<file path="src/rtl/mem_port_arbiter.sv">
`default_nettype none
// ============================================================================
// Module   : mem_port_arbiter
// Brief    : Shares one single-ported synchronous RAM between the fetch and
//            data ports, steering read data back through a tag pipeline.
// Revision : 1.0 - initial release
// ============================================================================
module mem_port_arbiter #(
    parameter int ADDR_W       = 32,
    parameter int DATA_W       = 32,
    parameter int READ_LATENCY = 1,
    parameter int STARVE_LIMIT = 4
) (
    input  logic              clk,
    input  logic              rst,
    input  logic              i_req,
    input  logic [ADDR_W-1:0] i_addr,
    input  logic              i_flush,
    output logic              i_gnt,
    output logic              i_rvalid,
    output logic [DATA_W-1:0] i_rdata,
    input  logic              d_req,
    input  logic              d_we,
    input  logic [ADDR_W-1:0] d_addr,
    input  logic [DATA_W-1:0] d_wdata,
    input  logic [3:0]        d_be,
    output logic              d_gnt,
    output logic              d_rvalid,
    output logic [DATA_W-1:0] d_rdata,
    output logic              m_req,
    output logic              m_we,
    output logic [ADDR_W-1:0] m_addr,
    output logic [DATA_W-1:0] m_wdata,
    output logic [3:0]        m_be,
    input  logic [DATA_W-1:0] m_rdata,
    output logic [15:0]       conflict_cnt
);

    localparam logic [3:0]  c_STARVE_LIMIT = 4'(STARVE_LIMIT);
    localparam logic [15:0] c_CNT_MAX      = 16'hFFFF;
    localparam int          c_TAIL         = READ_LATENCY - 1;

    logic [3:0]              r_starve_q;
    logic [3:0]              w_starve_d;
    logic [15:0]             r_conflict_q;
    logic [15:0]             w_conflict_d;
    logic [READ_LATENCY-1:0] r_tag_vld_q;
    logic [READ_LATENCY-1:0] w_tag_vld_d;
    logic [READ_LATENCY-1:0] r_tag_own_q;
    logic [READ_LATENCY-1:0] w_tag_own_d;

    logic w_both;
    logic w_force_i;
    logic w_i_gnt;
    logic w_d_gnt;
    logic w_tail_vld;

    // Data wins ties unless fetch has lost STARVE_LIMIT times in a row.
    always_comb begin
        w_both    = i_req & d_req;
        w_force_i = (r_starve_q == c_STARVE_LIMIT);
        w_d_gnt   = ~rst & d_req & ~(i_req & w_force_i);
        w_i_gnt   = ~rst & i_req & (~d_req | w_force_i);
    end

    assign i_gnt = w_i_gnt;
    assign d_gnt = w_d_gnt;

    always_comb begin
        m_req   = 1'b0;
        m_we    = 1'b0;
        m_addr  = '0;
        m_wdata = '0;
        m_be    = 4'b0000;
        if (w_d_gnt) begin
            m_req   = 1'b1;
            m_we    = d_we;
            m_addr  = d_addr;
            m_wdata = d_wdata;
            m_be    = d_be;
        end else if (w_i_gnt) begin
            m_req  = 1'b1;
            m_addr = i_addr;
            m_be   = 4'b1111;
        end
    end

    always_comb begin
        w_starve_d = r_starve_q;
        if (w_i_gnt || !i_req) begin
            w_starve_d = 4'd0;
        end else if (w_both && w_d_gnt) begin
            w_starve_d = r_starve_q + 4'd1;
        end
    end

    always_comb begin
        w_conflict_d = r_conflict_q;
        if (w_both && (r_conflict_q != c_CNT_MAX)) begin
            w_conflict_d = r_conflict_q + 16'd1;
        end
    end

    // Stage 0 takes the new tag; a flush masks fetch tags as they advance,
    // while a fetch granted alongside the flush enters unmasked.
    always_comb begin
        w_tag_vld_d    = '0;
        w_tag_own_d    = '0;
        w_tag_vld_d[0] = w_i_gnt | (w_d_gnt & ~d_we);
        w_tag_own_d[0] = w_d_gnt;
        for (int k = 1; k < READ_LATENCY; k++) begin
            w_tag_vld_d[k] = r_tag_vld_q[k-1] & ~(i_flush & ~r_tag_own_q[k-1]);
            w_tag_own_d[k] = r_tag_own_q[k-1];
        end
    end

    always_ff @(posedge clk) begin
        if (rst) begin
            r_starve_q   <= 4'd0;
            r_conflict_q <= 16'd0;
            r_tag_vld_q  <= '0;
            r_tag_own_q  <= '0;
        end else begin
            r_starve_q   <= w_starve_d;
            r_conflict_q <= w_conflict_d;
            r_tag_vld_q  <= w_tag_vld_d;
            r_tag_own_q  <= w_tag_own_d;
        end
    end

    assign w_tail_vld   = r_tag_vld_q[c_TAIL] & ~rst;
    assign i_rvalid     = w_tail_vld & ~r_tag_own_q[c_TAIL] & ~i_flush;
    assign d_rvalid     = w_tail_vld & r_tag_own_q[c_TAIL];
    assign i_rdata      = m_rdata;
    assign d_rdata      = m_rdata;
    assign conflict_cnt = r_conflict_q;

endmodule
`default_nettype wire

</file>
<file path="config.mk">
export PLATFORM = sky130hd
export DESIGN_NAME = mem_port_arbiter
export DESIGN_NICKNAME = d
export VERILOG_FILES = /design/src/rtl/mem_port_arbiter.sv
export SDC_FILE = /design/constraint.sdc
export NUM_CORES = 1
export LEC_CHECK = 0
export BUFFER_PORTS_ARGS = -buffer_cell sky130_fd_sc_hd__buf_4
export CELL_PAD_IN_SITES_DETAIL_PLACEMENT = 2
export CELL_PAD_IN_SITES_GLOBAL_PLACEMENT = 2
export CORE_MARGIN = 3
export CORE_UTILIZATION = 13
export DETAILED_ROUTE_END_ITERATION = 8
export PLACE_DENSITY = 0.82
export SLEW_MARGIN = 10
export SYNTH_ARGS = -nofsm -noshare
export SYNTH_HDL_FRONTEND = slang
export SYNTH_SLANG_ARGS = --single-unit
export TNS_END_PERCENT = 10
</file>
<file path="constraint.sdc">
create_clock -name clk -period 1.9 [get_ports clk]
set_input_delay 0.19 -clock clk [delete_from_list [all_inputs] [get_ports clk]]
set_output_delay 0.19 -clock clk [all_outputs]
set_load 0.01 [all_outputs]
</file>
==> flow_summary_export.csv <==
group,metric,value,unit
cells_and_area,n_fill_cell,1856,
global_routing,grt_pass1_vias,3092,
cells_and_area,final_common_cell,"buf_4",
cts,root_buffer,"clkbuf_16",
timing,hold_slack,0.273,ns
placed_design,dp_cells,630,
global_routing,grt_pass1_wl,18.9,mm
cts,cts_tree,"yes",
global_routing,antenna_found_initial,0,
timing,fin_skew,0.00865,ns
cts,cts_buffers,3,
timing,rsz0062_at_grt,"yes",
critical_path,crit_arrival,1.88,ns
placed_design,routabilityCongestion,0.970,
yosys,synth.distinct_cells,44,
pwr,power_frac_seq,0.280,
critical_path,crit_type,"reg2out",
global_routing,grt_overflow_total,0,
critical_path,crit_required,1.71,ns
floorplanning,die_y,135,um
routing,drcViolationCount,0,
pwr,clkPwrFrac,0.358,
hold_path,hp-start,"rst",
floorplanning,core_area,16100,um^2
cts,htreeDepth,1,
critical_path,reg2reg_slack,-0.06,ns
timing,hold_violations,0,
pwr,cellPowerDensity,423,nW/um^2
yosys,synth_nets,419,
pwr,p_total,0.00169,W
yosys,yosysSeqAreaShare,0.204,
yosys,ys_warn_count,0,
yosys,async_reset_ff_frac,0,
cells_and_area,drive_gt1_frac,0.636,
global_routing,grt_max_degree,24,
critical_path,path_max_fanout,23,
cts,clk_pin_slew,0.07,ns
critical_path,critPathLaunchType,"flop",
pwr,ir_drop,356,uV
timing,tightest_slew,0.613,ns
cells_and_area,final_cell_mix,"buf_4 (188), buf_6 (30), a22o_1 (27), and2_4 (20), dfxtp_1 (19)",
timing,clock.fmax,0.482,GHz
placed_design,hpwl,11.0,mm
yosys,ys.flop_type,"dfxtp_1",
routing,drt_pass1_iterations,3,
cells_and_area,final_area,4000,um^2
routing,num_vias,2642,
cells_and_area,final_cells,642,
routing,routed_via_density,4.12,
yosys,mappedNetlistArea,2160,um^2
yosys,syn_area_per_cell,7.77,um^2
pwr,p_sw,0.000443,W
timing,drv_slew,0,
hold_path,hold_end,"conflict_cnt[8]",
placed_design,portBuffers,195,
yosys,synth-edff-count,0,
critical_path,endpoint_kind,"output port",
timing,period_needed,2.07,ns
cells_and_area,seq_area,444,um^2
critical_path,crit-reg2reg-launch,"conflict_cnt[9]",
cts,clock_sinks,22,
cts,clkLatencyLatePin,0.26,ns
routing,routed_wirelength,13.3,mm
floorplanning,die_w,135,um
yosys,synth_seq_cells,22,
floorplanning,io_pins,292,
hold_path,min_path_cells,2,
cells_and_area,antenna_cells,0,
hold_path,holdCritPathClass,"in2reg",
cts,clk_path_buf_depth,2,
timing,fin_ws,-0.174,ns
floorplanning,die_area,18200,um^2
cells_and_area,syn2layout_area_growth,85.1,%
timing,slew_headroom,0.587,
yosys,synth.top_cell.area_share,0.222,
yosys,synth_area_leaders,"buf_4 (22%), dfxtp_1 (20%), a22o_1 (13%), and2_1 (10%), nor2_1 (3.0%)",
floorplanning,row_count,46,
routing,first_iter_violations,62,
global_routing,track_usage,0.134,
critical_path,reg2reg_to,"conflict_cnt[14]",
run_status,status,"finished with violations",
routing,antenna_left,0,
timing,fin_crit_sh,1.09,
floorplanning,start_util,0.135,
cells_and_area,finalNetCount,568,
cells_and_area,multi_input_area,1280,um^2
yosys,syn_inst,278,
run,cap_violations,0,
placed_design,place_area,3540,um^2
pwr,p_sw_frac,0.262,
pwr,combPwrFrac,0.362,
yosys,synth_top_cell_by_area,"buf_4",
pwr,cellLeakagePower,1.90,nW
run_status,failed_checks,"setup timing",
critical_path,r2r_cells,4,
routing,wire_per_inst,20.8,um
pwr,intPower,0.00125,W
timing,finalSetupViolCount,71,
## cell usage after synthesis (3+ instances only)
cell / count
or3_1: 3
nor3_1: 3
or2_2: 3
nand3_1: 6
nor2_1: 17
nand2_1: 7
a21oi_1: 8
dfxtp_1: 22
o211a_1: 3
buf_2: 3
o21ai_0: 6
buf_4: 64
nand4_1: 5
o31ai_1: 3
ha_1: 3
clkbuf_1: 11
inv_1: 9
o41ai_1: 4
a22o_1: 32
and2_1: 35
## layer usage
layer  vias up  part of all wire  GRT usage
met4         0             0.025     0.0334
met2       145              0.53      0.245
li1       1217                 -          -
met5         -                 0          0
met3        16             0.083     0.0462
met1      1264              0.36      0.148
## cells by family (layout without fill, tap and decap cells)
group,Yosys count,in the layout,share of synthesized area
and+or+nand+nor,95,95,0.254
buffers and inverters,88,236,0.266
AOI/OAI and AO/OA,65,65,0.236
DFF,22,22,0.204
adders and majority gates,3,3,0.0174
xor gates and xnor gates,3,3,0.0122
muxes,2,2,0.00984
## worst max-delay path by stage
stage / from / end / slack (ns)
3_3_place_gp: r_starve_q[1] / m_addr[8] / 0.005
5_1_grt: r_starve_q[0] / m_addr[28] / -0.28
2_1_floorplan: r_starve_q[0] / m_addr[10] / 0.11
4_1_cts: r_starve_q[1] / m_wdata[12] / -0.22
3_5_place_dp: r_starve_q[1] / m_addr[8] / -0.05
6_report: r_starve_q[1] / m_addr[0] / -0.17
## layout make-up
type / count / area share
sequential: 22 / 0.111
tap: 216 / 0.0676
clock inverter: 1 / 0.00751
multi-input combinational: 168 / 0.321
clock buffer: 3 / 0.0188
timing repair buffer: 223 / 0.465
inverter: 9 / 0.00845
## metrics by stage
step	TNS (ns)	utilization	setup WS [ns]
detailed placement	-0.0913	0.221	-0.0489
global placement	0	0.221	0.00504
finish	-6.73	0.249	-0.174
CTS	-12.40	0.242	-0.217
global route	-13.38	0.249	-0.281
floorplan	0	-	0.113
## worst max-delay path: stages (launching register included)
cell      delay, ns
dfxtp_2        0.33
inv_2          0.05
ha_1           0.13
nand3b_1       0.20
o211a_4        0.33
buf_12         0.17
a22o_1         0.26
buf_4          0.15
## power by group through the flow
stage | sequential (W) | clock, W | combinational, W
after detailed placement | 0.000484 | 0 | 0.000542
after global routing | 0.000474 | 0.000643 | 0.000649
after floorplan | 0.000484 | 0 | 0.000301
final | 0.000473 | 0.000606 | 0.000611
after CTS | 0.000473 | 0.000630 | 0.000601
after global placement | 0.000483 | 0 | 0.000530
## flip-flops by register name, summed over array words and instances, names as in the netlist
signal	flops
conflict_cnt	16
r_tag_own_q	1
r_tag_vld_q	1
r_starve_q	4
## repair_timing
action                                  CTS  global route
buffers inserted                          4             2
gates resized for setup                  39            29
endpoints found under the setup margin   72            80
gates cloned                              2             1
hold buffers                              0             0
pin swaps                                11            21
Note: power is estimated with default switching activity, not from simulation.
